File: src/rtl/gmii_rx_frame_if.sv
// Bus bundle between the GMII PHY side and the frame-level receive outputs.
// The framer uses the slave view; the PHY/driver uses the master view.
interface gmii_rx_frame_if;
    logic [7:0]  gmii_rxd;
    logic        gmii_rx_dv;
    logic        gmii_rx_er;
    logic [7:0]  data;
    logic        h_data;
    logic        crc_strobe;
    logic        crc_ok;
    logic [15:0] good_cnt;
    logic [15:0] bad_cnt;

    modport master (
        output gmii_rxd, gmii_rx_dv, gmii_rx_er,
        input  data, h_data, crc_strobe, crc_ok, good_cnt, bad_cnt
    );

    modport slave (
        input  gmii_rxd, gmii_rx_dv, gmii_rx_er,
        output data, h_data, crc_strobe, crc_ok, good_cnt, bad_cnt
    );
endinterface

File: src/rtl/gmii_rx_frame.sv
// GMII receive framer: strips preamble/SFD, emits frame octets, checks CRC-32
// and length, and reports an end-of-frame verdict with good/bad counters.
//
// state | meaning
// IDLE  | waiting for carrier; first octet must be 0x55
// PRE   | counting 0x55 preamble octets, waiting for SFD 0xD5
// FRAME | emitting frame octets, running CRC and length
// DROP  | malformed preamble; discard until carrier drops
module gmii_rx_frame #(
    parameter int jumbo_dw = 14,
    parameter int min_pre  = 2,
    parameter int min_len  = 64
) (
    input  logic            clk,
    input  logic            rst,
    gmii_rx_frame_if.slave  bus
);

    typedef enum logic [1:0] {IDLE, PRE, FRAME, DROP} state_t;

    localparam logic [31:0]         crc_residue = 32'hDEBB20E3;
    localparam logic [jumbo_dw-1:0] len_max     = '1;
    localparam logic [jumbo_dw-1:0] min_len_w   = jumbo_dw'(min_len);

    state_t              state, state_nxt;
    logic [7:0]          rxd_q;
    logic                dv_q, er_q;
    logic [2:0]          pre_cnt, pre_cnt_nxt;
    logic [31:0]         crc, crc_nxt;
    logic [jumbo_dw-1:0] len, len_nxt;
    logic                err, err_nxt;
    logic                ovf, ovf_nxt;
    logic [7:0]          data_nxt;
    logic                h_data_nxt, strobe_nxt, ok_nxt, drop_done;
    logic [1:0]          bad_inc;

    // Reflected CRC-32, one octet per clock, LSB first.
    function automatic logic [31:0] crc32_byte(input logic [31:0] c, input logic [7:0] d);
        logic [31:0] r;
        r = c;
        for (int i = 0; i < 8; i++) begin
            if (r[0] ^ d[i])
                r = (r >> 1) ^ 32'hEDB88320;
            else
                r = r >> 1;
        end
        return r;
    endfunction

    always_comb begin
        state_nxt   = state;
        pre_cnt_nxt = pre_cnt;
        crc_nxt     = crc;
        len_nxt     = len;
        err_nxt     = err;
        ovf_nxt     = ovf;
        data_nxt    = 8'd0;
        h_data_nxt  = 1'b0;
        strobe_nxt  = 1'b0;
        ok_nxt      = 1'b0;
        drop_done   = 1'b0;

        case (state)
            IDLE: begin
                if (dv_q) begin
                    if (rxd_q == 8'h55) begin
                        state_nxt   = PRE;
                        pre_cnt_nxt = 3'd1;
                    end else begin
                        state_nxt = DROP;
                    end
                end
            end
            PRE: begin
                if (!dv_q) begin
                    state_nxt = IDLE;
                end else if (rxd_q == 8'h55) begin
                    if (pre_cnt != 3'd7)
                        pre_cnt_nxt = pre_cnt + 3'd1;
                end else if (rxd_q == 8'hD5 && int'(pre_cnt) >= min_pre) begin
                    state_nxt = FRAME;
                    crc_nxt   = 32'hFFFFFFFF;
                    len_nxt   = '0;
                    err_nxt   = 1'b0;
                    ovf_nxt   = 1'b0;
                end else begin
                    state_nxt = DROP;
                end
            end
            FRAME: begin
                if (dv_q) begin
                    data_nxt   = rxd_q;
                    h_data_nxt = 1'b1;
                    crc_nxt    = crc32_byte(crc, rxd_q);
                    if (len == len_max)
                        ovf_nxt = 1'b1;
                    else
                        len_nxt = len + jumbo_dw'(1);
                    if (er_q)
                        err_nxt = 1'b1;
                end else begin
                    // crc/len already include the last octet, so the verdict is ready now
                    state_nxt  = IDLE;
                    strobe_nxt = 1'b1;
                    ok_nxt     = (crc == crc_residue) && (len >= min_len_w) && !err && !ovf;
                end
            end
            DROP: begin
                if (!dv_q) begin
                    state_nxt = IDLE;
                    drop_done = 1'b1;
                end
            end
            default: state_nxt = IDLE;
        endcase
    end

    assign bad_inc = {1'b0, bus.crc_strobe & ~bus.crc_ok} + {1'b0, drop_done};

    always_ff @(posedge clk) begin
        if (rst) begin
            rxd_q          <= 8'd0;
            dv_q           <= 1'b0;
            er_q           <= 1'b0;
            state          <= IDLE;
            pre_cnt        <= 3'd0;
            crc            <= 32'hFFFFFFFF;
            len            <= '0;
            err            <= 1'b0;
            ovf            <= 1'b0;
            bus.data       <= 8'd0;
            bus.h_data     <= 1'b0;
            bus.crc_strobe <= 1'b0;
            bus.crc_ok     <= 1'b0;
            bus.good_cnt   <= 16'd0;
            bus.bad_cnt    <= 16'd0;
        end else begin
            rxd_q          <= bus.gmii_rxd;
            dv_q           <= bus.gmii_rx_dv;
            er_q           <= bus.gmii_rx_er;
            state          <= state_nxt;
            pre_cnt        <= pre_cnt_nxt;
            crc            <= crc_nxt;
            len            <= len_nxt;
            err            <= err_nxt;
            ovf            <= ovf_nxt;
            bus.data       <= data_nxt;
            bus.h_data     <= h_data_nxt;
            bus.crc_strobe <= strobe_nxt;
            bus.crc_ok     <= ok_nxt;
            if (bus.crc_strobe && bus.crc_ok)
                bus.good_cnt <= bus.good_cnt + 16'd1;
            bus.bad_cnt    <= bus.bad_cnt + {14'd0, bad_inc};
        end
    end

endmodule

File: src/flat_wrapper.sv
// flat-port wrapper written by rule: the top's interface ports become plain ports
module gmii_rx_frame_flat 
#(
    parameter int jumbo_dw = 14,
    parameter int min_pre  = 2,
    parameter int min_len  = 64
)
  (clk, rst, bus_gmii_rxd, bus_gmii_rx_dv, bus_gmii_rx_er, bus_data, bus_h_data, bus_crc_strobe, bus_crc_ok, bus_good_cnt, bus_bad_cnt);
  gmii_rx_frame_if bus_i ();
  input  logic clk;
  input  logic rst;
  input wire logic [$bits(bus_i.gmii_rxd)-1:0] bus_gmii_rxd;
  input wire logic [$bits(bus_i.gmii_rx_dv)-1:0] bus_gmii_rx_dv;
  input wire logic [$bits(bus_i.gmii_rx_er)-1:0] bus_gmii_rx_er;
  output wire logic [$bits(bus_i.data)-1:0] bus_data;
  output wire logic [$bits(bus_i.h_data)-1:0] bus_h_data;
  output wire logic [$bits(bus_i.crc_strobe)-1:0] bus_crc_strobe;
  output wire logic [$bits(bus_i.crc_ok)-1:0] bus_crc_ok;
  output wire logic [$bits(bus_i.good_cnt)-1:0] bus_good_cnt;
  output wire logic [$bits(bus_i.bad_cnt)-1:0] bus_bad_cnt;
  assign bus_i.gmii_rxd = bus_gmii_rxd;
  assign bus_i.gmii_rx_dv = bus_gmii_rx_dv;
  assign bus_i.gmii_rx_er = bus_gmii_rx_er;
  assign bus_data = bus_i.data;
  assign bus_h_data = bus_i.h_data;
  assign bus_crc_strobe = bus_i.crc_strobe;
  assign bus_crc_ok = bus_i.crc_ok;
  assign bus_good_cnt = bus_i.good_cnt;
  assign bus_bad_cnt = bus_i.bad_cnt;
  gmii_rx_frame #(.jumbo_dw(jumbo_dw), .min_pre(min_pre), .min_len(min_len)) u_core (.clk(clk), .rst(rst), .bus(bus_i));
endmodule
File: config.mk
export PLATFORM = sky130hd
export DESIGN_NAME = gmii_rx_frame_flat
export DESIGN_NICKNAME = d
export VERILOG_FILES = /design/src/rtl/gmii_rx_frame_if.sv /design/src/rtl/gmii_rx_frame.sv /design/src/flat_wrapper.sv
export SDC_FILE = /design/constraint.sdc
export NUM_CORES = 1
export LEC_CHECK = 0
export CAP_MARGIN = 10
export CELL_PAD_IN_SITES_DETAIL_PLACEMENT = 1
export CELL_PAD_IN_SITES_GLOBAL_PLACEMENT = 1
export CORE_MARGIN = 4
export CORE_UTILIZATION = 40
export DETAILED_ROUTE_END_ITERATION = 12
export GPL_ROUTABILITY_DRIVEN = 0
export PLACE_DENSITY_LB_ADDON = 0.1
export SETUP_SLACK_MARGIN = 0.5
export SYNTH_ARGS = -nofsm -noshare
export SYNTH_HDL_FRONTEND = slang
export SYNTH_SLANG_ARGS = --single-unit
File: constraint.sdc
create_clock -name clk -period 1.95 [get_ports clk]
set_input_delay 0.4875 -clock clk [delete_from_list [all_inputs] [get_ports clk]]
set_output_delay 0.4875 -clock clk [all_outputs]
set_load 0.05 [all_outputs]
# Word level (Yosys, flattened, before mapping)
# Cells that the tools add are included.
# classes
mux	58
eq_ne	21
addsub	5
order_cmp	2
n_reduce_logical	20
bitwise_logic	20
# op_table
op	count
$mux W32	26
$not A13 Y14	8
$mux W14	5
$pmux W32 S2	1
$eq A32 B32 Y1 const B	1
$pmux W14 S2	1
$reduce_and A6 Y1	4
$ne A2 B1 Y1 const B	9
$add A16 B1 Y16 const B	1
$add A16 B2 Y16	1
$mux W3	5
$add A14 B1 Y14 const B	1
$eq A14 B14 Y1 const B	1
$ge A14 B7 Y1 const B	1
$mux W1	11
$mux W2	5
$eq A8 B7 Y1 const B	1
$eq A8 B8 Y1 const B	1
$xor A1 B1 Y1	8
$ne A2 B2 Y1 const B	3
$ne A3 B3 Y1 const B	2
$pmux W2 S3	1
$pmux W3 S2	1
$reduce_or A3 Y1	2
15 further kinds	26
# word_totals
wordCells	141
out_inout_bits	43
reg_bits	106

# Logic depth before layout (Yosys ltp)
# Gate-level depths: netlist (run 1).
# logic_depth
ltp_word	32
depth_mapped	10

# Worst setup path before layout (run 1)
# No wires, ideal clock.
# synth_timing
path_kind	register to register
start	register u_core.bus.crc_strobe
end	register u_core.bus.bad_cnt[14]
path_buffers	1
required_time_ps	1880
path_stages_with_launch	9
slack_ps	-227
period_less_slack_ps	2177
setup_ps	70
t_arrival_ps	2107
cell_sequence	dfxtp_1 -> nor2b_1 -> fa_1 -> ha_1 -> and2_1 -> clkbuf_1 -> nand4_1 -> or3_1 -> a21oi_1
# synth_between
elab_chain_cells	3
# synth_rtl
item	line_no	source
from (decl)	gmii_rx_frame_if.sv:21	output data, h_data, crc_strobe, crc_ok, good_cnt, bad_cnt
from (signal assigned)	gmii_rx_frame.sv:149	bus.crc_strobe <= strobe_nxt;
$and A1 B1 Y1	gmii_rx_frame.sv:118	assign bad_inc = {1'b0, bus.crc_strobe & ~bus.crc_ok} + {1'b0, drop_done};
$add A1 B1 Y2	gmii_rx_frame.sv:118	
$add A16 B2 Y16	gmii_rx_frame.sv:153	bus.bad_cnt <= bus.bad_cnt + {14'd0, bad_inc};
to (signal assigned)	gmii_rx_frame.sv:153	
to (decl)	gmii_rx_frame_if.sv:21	
# Every way passes these cells.
# A chain may end at the register's enable or synchronous reset.

# Final worst setup path (run 1)
# layout_timing
start	register u_core.rxd_q[1]
end	register u_core.len[7]
# layout_between
elab_chain_cells	4
word_cells_on_any_way	6
cone_classes	eq/ne (4); reduce/logical (2)
# layout_rtl
item	line_no	source
from (decl)	gmii_rx_frame.sv:26	logic [7:0] rxd_q;
from (signal assigned)	gmii_rx_frame.sv:138	rxd_q <= bus.gmii_rxd;
$eq A8 B8 Y1	gmii_rx_frame.sv:80	end else if (rxd_q == 8'hD5 && int'(pre_cnt) >= min_pre) begin
$logic_and A1 B1 Y1	gmii_rx_frame.sv:80	
$ne A2 B1 Y1 (no line)	--	
$reduce_and A6 Y1 (no line) (*)	--	
to (signal assigned)	gmii_rx_frame.sv:144	len <= len_nxt;
to (decl)	gmii_rx_frame.sv:30	logic [jumbo_dw-1:0] len, len_nxt;
# Every way passes the cells marked *; elsewhere a longest branch is shown, timed or not.

==> results of run 1 <==
==> cell families after synthesis <==
family                     count (synthesis)
adders and majority gates                 13
xor gates and xnor gates                 104
AOI/OAI and AO/OA                         75
muxes                                      1
and+or+nand+nor                          211
DFF                                      106
buffers and inverters                     32
==> cell usage after synthesis (all sizes together) (2+ instances only) <==
cell type  count  area, um^2
o21ai         16        80.1
xor2          33         289
nor4b          5        43.8
dfxtp        106        2120
nand4b         4        35.0
and4           2        17.5
nand2         22        85.1
nor2b         14        87.6
nor3b          2        15.0
clkbuf        12        45.0
ha            12         150
nand2b         4        25.0
a21oi         22         110
and2          12        76.3
o31a           2        17.5
a32oi          2        17.5
inv           11        41.3
a2bb2oi       14         123
nor2          62         235
nor3          14        70.1
or3           11        70.1
xnor2         71         712
nand4         16         100
o31ai          3        50.1
o22ai          2        12.5
a211o          7        61.3
o211ai         2        28.8
and3          11        68.8
nand3         14        70.1
nor4          14         103
buf            9        77.6
==> per-layer routing <==
metal | vias to the layer above | track usage | share of wire | routed length [um]
met1 | 2225 | 0.267 | 0.43 | 6930
li1 | 2159 | - | - | -
met4 | 0 | 0.0546 | 0.017 | 282
met3 | 20 | 0.0513 | 0.029 | 462
met5 | - | 0 | 0 | 0
met2 | 60 | 0.389 | 0.53 | 8510
==> state kept, by name (all words and copies together) (netlist names) <==
register               cells
u_core.bus.bad_cnt        16
u_core.err                 1
u_core.er_q                1
u_core.len                14
u_core.rxd_q               8
u_core.bus.crc_strobe      1
u_core.bus.crc_ok          1
u_core.crc                32
u_core.bus.data            8
u_core.pre_cnt             3
u_core.bus.h_data          1
u_core.state               2
u_core.bus.good_cnt       16
u_core.ovf                 1
u_core.dv_q                1
==> cell usage in the layout (no fill, tap or decap), types with 12 or more instances in the layout <==
cell	instances
buf_4	83
dfxtp_1	62
nor2_1	54
xnor2_1	54
buf_6	38
xor2_1	32
dfxtp_2	30
nand2_1	18
a21oi_1	17
nand4_1	16
a2bb2oi_2	14
dfxtp_4	14
nor2b_1	12
clkbuf_16	12
==> worst max-delay path by stage <==
stage | slack [ns] | depth (start not counted) | endpoint
after floorplan | 0.07 | 9 | u_core.bus.bad_cnt[14]
after global placement | -0.11 | 7 | u_core.len[11]
after detailed placement | -0.10 | 8 | u_core.bus.bad_cnt[14]
after CTS | 0.08 | 5 | u_core.len[7]
after global routing | -0.006 | 8 | u_core.crc[2]
final | 0.05 | 5 | u_core.len[7]
==> power groups by stage <==
stage                     registers (mW)  logic (mW)  clock network, mW
after floorplan                     2.60        2.24                  0
after global placement              2.58        3.03                  0
after detailed placement            2.59        3.09                  0
after CTS                           2.59        3.80               1.79
after global routing                2.62        4.65               1.87
final                               2.60        4.35               1.74
==> worst register-to-register path, cell delays in order, from the launching register on <==
cell and delay (ns):
dfxtp_2 0.32, or3b_4 0.46, o31a_4 0.44, nor4b_2 0.32, xnor2_1 0.17, nor2_1 0.07
==> layout make-up <==
class,instances,area share
multi-input cells,406,0.472
well taps,172,0.0278
repair buffers,141,0.173
inverters,11,0.00533
flip-flops and latches,106,0.286
clock inverters,7,0.00678
clock buffers,9,0.0291
==> stage by stage <==
step	cell area, um^2	setup TNS [ns]	cells
2_1_floorplan	5370	0	542
3_3_place_gp	6270	-0.448	797
3_5_place_dp	6270	-0.925	797
4_1_cts	7370	0	838
5_1_grt	7750	-0.0129	852
6_report	7750	0	852
==> timing repair <==
item | CTS | global route
cloned | 4 | 2
hold endpoints to repair | 0 | 0
resized for setup | 125 | 68
endpoints found under the setup margin | 100 | 95
setup buffers | 21 | 12
pin swaps | 34 | 40
==> flow_summary.toml, run 1 <==
[status]
status = "complete, no violations"

[sta]
setup_violations = 0
tightest_slew_ns = 0.713
fin_skew_ns = 0.00988
rsz0062_at_grt = "yes"
fin_crit_sh = 0.976
max_freq_mhz = 525
slew_headroom = 0.524
slew_viol_final = 0
hold_ws_ns = 0.503
setup_ws_ns = 0.0464
finalHoldViolations = 0
period_minus_slack_ns = 1.90

[critical_path]
critPathSlowestCell = "or3b_4"
slowest_delay_ns = 0.46
reg2reg_to = "u_core.len[7]"
crit_family = "simple AND/OR/NAND/NOR gates"
cp.required_ns = 2.20
reg2reg_from = "u_core.rxd_q[1]"
rrSetupSlack_ns = 0.05
crit_type = "reg2reg"
path_cells = "or3b_4, o31a_4, nor4b_2, xnor2_1, nor2_1"
cp_data_arrival_time_ns = 2.15
cp-start-kind = "flop"
critPathLaunch = "u_core.rxd_q[1]"
cp-end-kind = "flop"
crit_buf_inv = 0
worstRegToRegCells = 5
cp_max_fo = 5

[die]
core_area_um2 = 12600
dieWidth_um = 121
fp-row-count = 41
ios = 55
die_height_um = 121
floorplan.initialDensity = 0.408
die_area_um2 = 14800

[drt]
vias = 4464
drt-initial-drc-count = 245
vias_per_cell = 5.24
wl_per_cell_um = 19.0
ant_nets = 0
drcViolationCount = 0
first_pass_iters = 4
drt_wl_total_um = 16200

[global_routing]
grt_max_degree = 59
grt_overflow = 0
track_usage = 0.219
grt_pass1_wl_um = 25400
antenna_found_initial = 0
grt_pass1_vias = 4816

[placed_design]
hpwl_um = 10100
numPortBuffers = 54
post-place-ws_ns = -0.100

[cells_and_area]
seq_area_um2 = 2210
fillers = 1373
areaGrowthSynthToFinish_pct = 50.4
multi_input_area_um2 = 3660
drive_gt1_frac = 0.466
final_nets = 700
final_util = 0.614
n_antenna_cell = 0

[synth]
synth_cells = 542
synth_adder_area_share = 0.0330
yosysUniqueCellTypes = 52
syn_area_um2 = 5150
synth-async-reset-ratio = 0
syn_nets = 567
synthSimpleGateAreaFrac = 0.221
muxShareOfSynthArea = 0.00194
synth_compound_area_frac = 0.106
ys.flop_type = "dfxtp_1"
yosys.area_share.xor_xnor = 0.194
synth_seq_cells = 106
synth_top_family_by_area = "simple AND/OR/NAND/NOR gates"
synth_edf_count = 0
yosys_warnings = 0
synth_seq_area_share = 0.412
syn_area_per_cell_um2 = 9.51

[power]
intPower_mw = 5.39
powerDensity_nw_per_um2 = 1120
power.total_mw = 8.68
seqPwrFrac = 0.299
peakVddDrop_uv = 619
p_sw_frac = 0.380
power.leakage_nw = 2.90
pwr-share-clk = 0.200
netSwitchingPower_mw = 3.30
p_comb_frac = 0.500

[cts]
htreeDepth = 3
cts-root-buf = "clkbuf_16"
clockBufferDepth = 2
cts_tree = "built"
cts_num_sinks = 106
hold_buffers = 0
insertion_delay_ns = 0.36
numCtsBuffers = 9
clk_pin_slew_worst_paths_ns = 0.07

[worst_hold_path]
hold_class = "reg2reg"
worstHoldPathCells = 2
worstHoldStart = "u_core.bus.good_cnt[9]"
whs_endpoint = "u_core.bus.good_cnt[9]"

[run]
drv_cap = 0
(Power assumes the default switching activity.)
==> run 2: changes to the inputs <==
--- a/config.mk
+++ b/config.mk
@@ -13,7 +13,6 @@
 export DETAILED_ROUTE_END_ITERATION = 12
 export GPL_ROUTABILITY_DRIVEN = 0
 export PLACE_DENSITY_LB_ADDON = 0.1
-export SETUP_SLACK_MARGIN = 0.5
 export SYNTH_ARGS = -nofsm -noshare
 export SYNTH_HDL_FRONTEND = slang
 export SYNTH_SLANG_ARGS = --single-unit
==> run 2 against run 1 <==
  * Worst setup slack lost 0.036 ns
  * Total power shrank 8.0%
  * Combinational power shrank 18%
  * Hold slack lost 0.0051 ns
  * Via count shrank 2.1%
  * Flip-flop and latch count is the same
  * Critical path depth grew 1
  * Highest routed layer unchanged
  * Clock power grew 7%
  * Wire length shrank 8.4%
==> flow_summary.toml, run 2 (synthesis results as in run 1) <==
[sta]
finalHoldViolations = 0
slew_headroom = 0.620
fin_crit_sh = 0.994
fin_skew_ns = 0.0119
slew_viol_final = 0
tightest_slew_ns = 0.568
hold_ws_ns = 0.498
rsz0062_at_grt = "yes"
setup_violations = 0
period_minus_slack_ns = 1.94
max_freq_mhz = 516

[die]
die_area_um2 = 14800
fp-row-count = 41
core_area_um2 = 12600
floorplan.initialDensity = 0.408
dieWidth_um = 121
die_height_um = 121
ios = 55

[drt]
wl_per_cell_um = 17.8
vias_per_cell = 5.25
ant_nets = 0
first_pass_iters = 4
vias = 4371
drcViolationCount = 0
drt_wl_total_um = 14800
drt-initial-drc-count = 170

[critical_path]
slowest_delay_ns = 0.44
crit_buf_inv = 1
crit_type = "reg2reg"
crit_family = "compound AO/OA/AOI/OAI gates"
cp.required_ns = 2.18
critPathSlowestCell = "or3b_4"
path_cells = "or3b_4, o31ai_4, o211ai_4, buf_12, nor2_2, a32oi_1"
cp_data_arrival_time_ns = 2.17
cp_max_fo = 9
cp-end-kind = "flop"
cp-start-kind = "flop"

[cells_and_area]
final_nets = 681
largest_reg_flops = 32
top_register = "u_core.crc"
final_common_cell = "buf_4"
top_regs = "u_core.crc (32), u_core.bus.bad_cnt (16), u_core.bus.good_cnt (16)"
areaGrowthSynthToFinish_pct = 32.7
n_antenna_cell = 0
fillers = 1467
drive_gt1_frac = 0.286
layout_common_cells = "buf_4 (103), dfxtp_1 (98), nor2_1 (58), xnor2_1 (58), xor2_1 (33)"

[placed_design]
hpwl_um = 10400
numPortBuffers = 54

[cts]
numCtsBuffers = 9
cts-root-buf = "clkbuf_16"
clk_pin_slew_worst_paths_ns = 0.07
insertion_delay_ns = 0.36
cts_tree = "built"
htreeDepth = 3
cts_num_sinks = 106
clockBufferDepth = 2

[global_routing]
grt_pass1_vias = 4604
grt_pass1_wl_um = 23800
antenna_found_initial = 0
track_usage = 0.204
grt_overflow = 0
grt_max_degree = 34

[power]
peakVddDrop_uv = 470
power.leakage_nw = 2.64
powerDensity_nw_per_um2 = 1170
power.total_mw = 7.99

[worst_hold_path]
hold_class = "reg2reg"

[run]
drv_cap = 0

[status]
status = "complete, no violations"
-- run 2: tightest hold or removal path: stages, from the launching register on --
cell and delay, ns:
dfxtp_1 0.34, a21oi_1 0.05, nor2_1 0.08
-- run 2: per-stage QoR --
step	cell area, um^2	worst slack, ns	cells	TNS (ns)	util
floorplan	5160	0.00195	542	0	-
global placement	6220	-0.122	811	-0.183	0.493
global route	6840	-0.0782	833	-0.872	0.542
CTS	6570	0.00483	827	0	0.521
finish	6840	0.0108	833	0	0.542
detailed placement	6220	-0.217	811	-0.953	0.493
-- run 2: final timing paths --
path / to / startpoint / slack [ns] / depth (start not counted)
setup / recovery: u_core.crc[4] / u_core.rxd_q[3] / 0.01 / 6
hold / removal: u_core.ovf / u_core.ovf / 0.50 / 2
setup reg to reg: u_core.crc[4] / u_core.rxd_q[3] / 0.01 / 6
hold reg to reg: u_core.ovf / u_core.ovf / 0.50 / 2
-- run 2: cell type report --
type	count	area, um^2	area share
Multi-Input combinational cell	404	3090	0.451
Inverter	11	41.3	0.00604
Clock inverter	5	40.0	0.00586
Sequential cell	106	2140	0.313
Timing Repair Buffer	124	1050	0.154
Tap cell	172	215	0.0315
Clock buffer	11	264	0.0386
-- run 2: repair_timing --
item                       CTS  global route
gates cloned                 0             2
hold endpoints to repair     0             0
setup endpoints to repair   26            43
resized for setup           14            39
hold buffers                 0             0
setup buffers                0             4
pin swaps                    1            19
-- run 2: power breakdown --
| group | internal (mW) | leakage, nW | switching, mW |
|---|---|---|---|
| Sequential | 2.36 | 0.864 | 0.196 |
| Combinational | 1.75 | 1.62 | 1.81 |
| Clock | 0.995 | 0.152 | 0.874 |
| Total | 5.10 | 2.64 | 2.88 |
-- run 2: routing by layer --
layer | wire length (um) | share of wire | GRT usage | vias to the layer above
li1 | - | - | - | 2110
met1 | 6710 | 0.45 | 0.263 | 2178
met2 | 7360 | 0.50 | 0.347 | 67
met3 | 539 | 0.036 | 0.0503 | 16
met4 | 218 | 0.015 | 0.0420 | 0
met5 | 0 | 0 | 0 | -
==> run 3: changes to the inputs <==
--- a/config.mk
+++ b/config.mk
@@ -12,6 +12,7 @@
 export CORE_UTILIZATION = 40
 export DETAILED_ROUTE_END_ITERATION = 12
 export GPL_ROUTABILITY_DRIVEN = 0
+export GPL_TIMING_DRIVEN = 0
 export PLACE_DENSITY_LB_ADDON = 0.1
 export SYNTH_ARGS = -nofsm -noshare
 export SYNTH_HDL_FRONTEND = slang
==> run 3 against run 2 <==
  * The run now ends with setup timing left
  * Count of clock-buffer cells in the layout fell by 2
  * Combinational power fell by 4%
  * Sequential share of layout area rose by 0.11 points
  * Clock skew barely moved
  * Total power fell by 0.22%
  * Hold slack got worse by 0.0021 ns
  * Maximum frequency fell by 1.3%
  * Global-route usage barely moved
  * Design area rose by 0.40%
  * Wire length rose by 0.23%
  * Utilization rose by 0.22 points
  * Largest power group unchanged
  * Highest routed layer unchanged
==> flow_summary.toml, run 3 (synthesis results as in run 1) <==
[status]
status = "finished with violations"
violations = "setup timing"

[global_routing]
grt_pass1_vias = 4526
track_usage = 0.204
antenna_found_initial = 0
grt_max_degree = 21
grt_pass1_wl_um = 23700
grt_overflow = 0

[cts]
cts_tree = "built"
numCtsBuffers = 9
cts_num_sinks = 106
htreeDepth = 3
insertion_delay_ns = 0.37
clk_pin_slew_worst_paths_ns = 0.08
clockBufferDepth = 2
cts-root-buf = "clkbuf_16"
hold_buffers = 0

[drt]
drt-initial-drc-count = 181
ant_nets = 0
vias = 4270
first_pass_iters = 4
vias_per_cell = 5.25
drt_wl_total_um = 14900
wl_per_cell_um = 18.3
drcViolationCount = 0

[power]
power.total_mw = 7.97
powerDensity_nw_per_um2 = 1160
peakVddDrop_uv = 640
power.leakage_nw = 2.61

[critical_path]
crit_type = "reg2reg"
cp-start-kind = "flop"
cp-end-kind = "flop"
cp.required_ns = 2.21
cp_data_arrival_time_ns = 2.22
cp_max_fo = 5

[cells_and_area]
layout_common_cells = "dfxtp_1 (91), nor2_1 (56), xnor2_1 (56)"
final_common_cell = "dfxtp_1"
top_register = "u_core.crc"
areaGrowthSynthToFinish_pct = 33.2
drive_gt1_frac = 0.223
instances_no_fill = 814
n_antenna_cell = 0
fillers = 1433
largest_reg_flops = 32
final_nets = 662
final_util = 0.544
top_regs = "u_core.crc (32), u_core.bus.bad_cnt (16), u_core.bus.good_cnt (16)"
multi_input_area_um2 = 3250
seq_area_um2 = 2150

[sta]
rsz0062_at_grt = "yes"
setup_violations = 3
fin_skew_ns = 0.0122
max_freq_mhz = 509
setup_ws_ns = -0.0139
period_minus_slack_ns = 1.96
fin_crit_sh = 1.01
tightest_slew_ns = 0.709
slew_headroom = 0.527
slew_viol_final = 0
finalHoldViolations = 0

[placed_design]
numPortBuffers = 54
dpl.cell_count = 768
post-place-ws_ns = -0.507
hpwl_um = 9970

[die]
die_area_um2 = 14800
floorplan.initialDensity = 0.408
ios = 55
fp-row-count = 41
dieWidth_um = 121
die_height_um = 121
core_area_um2 = 12600

[worst_hold_path]
hold_class = "reg2reg"

[run]
drv_cap = 0
run 3: through the flow:
step / hold slack (ns) / instance area (um^2) / TNS (ns)
floorplan: 0.428 / 5160 / 0
global placement: 0.470 / 5920 / -16.91
detailed placement: 0.472 / 5920 / -19.57
CTS: 0.494 / 6470 / -0.384
global route: 0.510 / 6870 / -0.946
finish: 0.496 / 6870 / -0.0304
run 3: cell type report:
type,instances,share of cell area
plain buffers,19,0.0210
multi-input cells,404,0.473
clock inverters,7,0.0139
inverters,11,0.00601
clock buffers,9,0.0328
flip-flops and latches,106,0.314
repair buffers,86,0.108
well taps,172,0.0313
run 3: report_power, final:
part | internal, mW | switching, mW
logic | 1.55 | 1.85
registers | 2.36 | 0.226
clock network | 1.04 | 0.938
total | 4.95 | 3.02
run 3: repair_timing:
| item | CTS | global route |
|---|---|---|
| gates resized for setup | 89 | 63 |
| setup endpoints to repair | 104 | 67 |
| pin swaps | 8 | 18 |
| endpoints found under the hold margin | 0 | 0 |
| gates cloned | 2 | 2 |
| buffers inserted | 11 | 17 |
run 3: worst paths after layout:
| check | start | to | slack [ns] | cells past startpoint |
|---|---|---|---|---|
| min reg2reg | u_core.ovf | u_core.ovf | 0.50 | 2 |
| min | u_core.ovf | u_core.ovf | 0.50 | 2 |
| max reg2reg | u_core.rxd_q[1] | u_core.len[13] | -0.01 | 6 |
| max | u_core.rxd_q[1] | u_core.len[13] | -0.01 | 6 |
run 3: worst max-delay path, cell delays in order, from the launching register on:
cell and delay [ns]:
dfxtp_2 0.35, or3b_4 0.44, o31a_1 0.42, buf_4 0.18
nor4b_4 0.28, xnor2_1 0.14, nor2_1 0.05
run 3: layer usage:
| layer | GRT usage | vias to the layer above | wire length (um) |
|---|---|---|---|
| met3 | 0.0564 | 22 | 577 |
| li1 | - | 2074 | - |
| met4 | 0.0665 | 0 | 286 |
| met1 | 0.259 | 2096 | 6600 |
| met5 | 0 | - | 0 |
| met2 | 0.336 | 78 | 7390 |
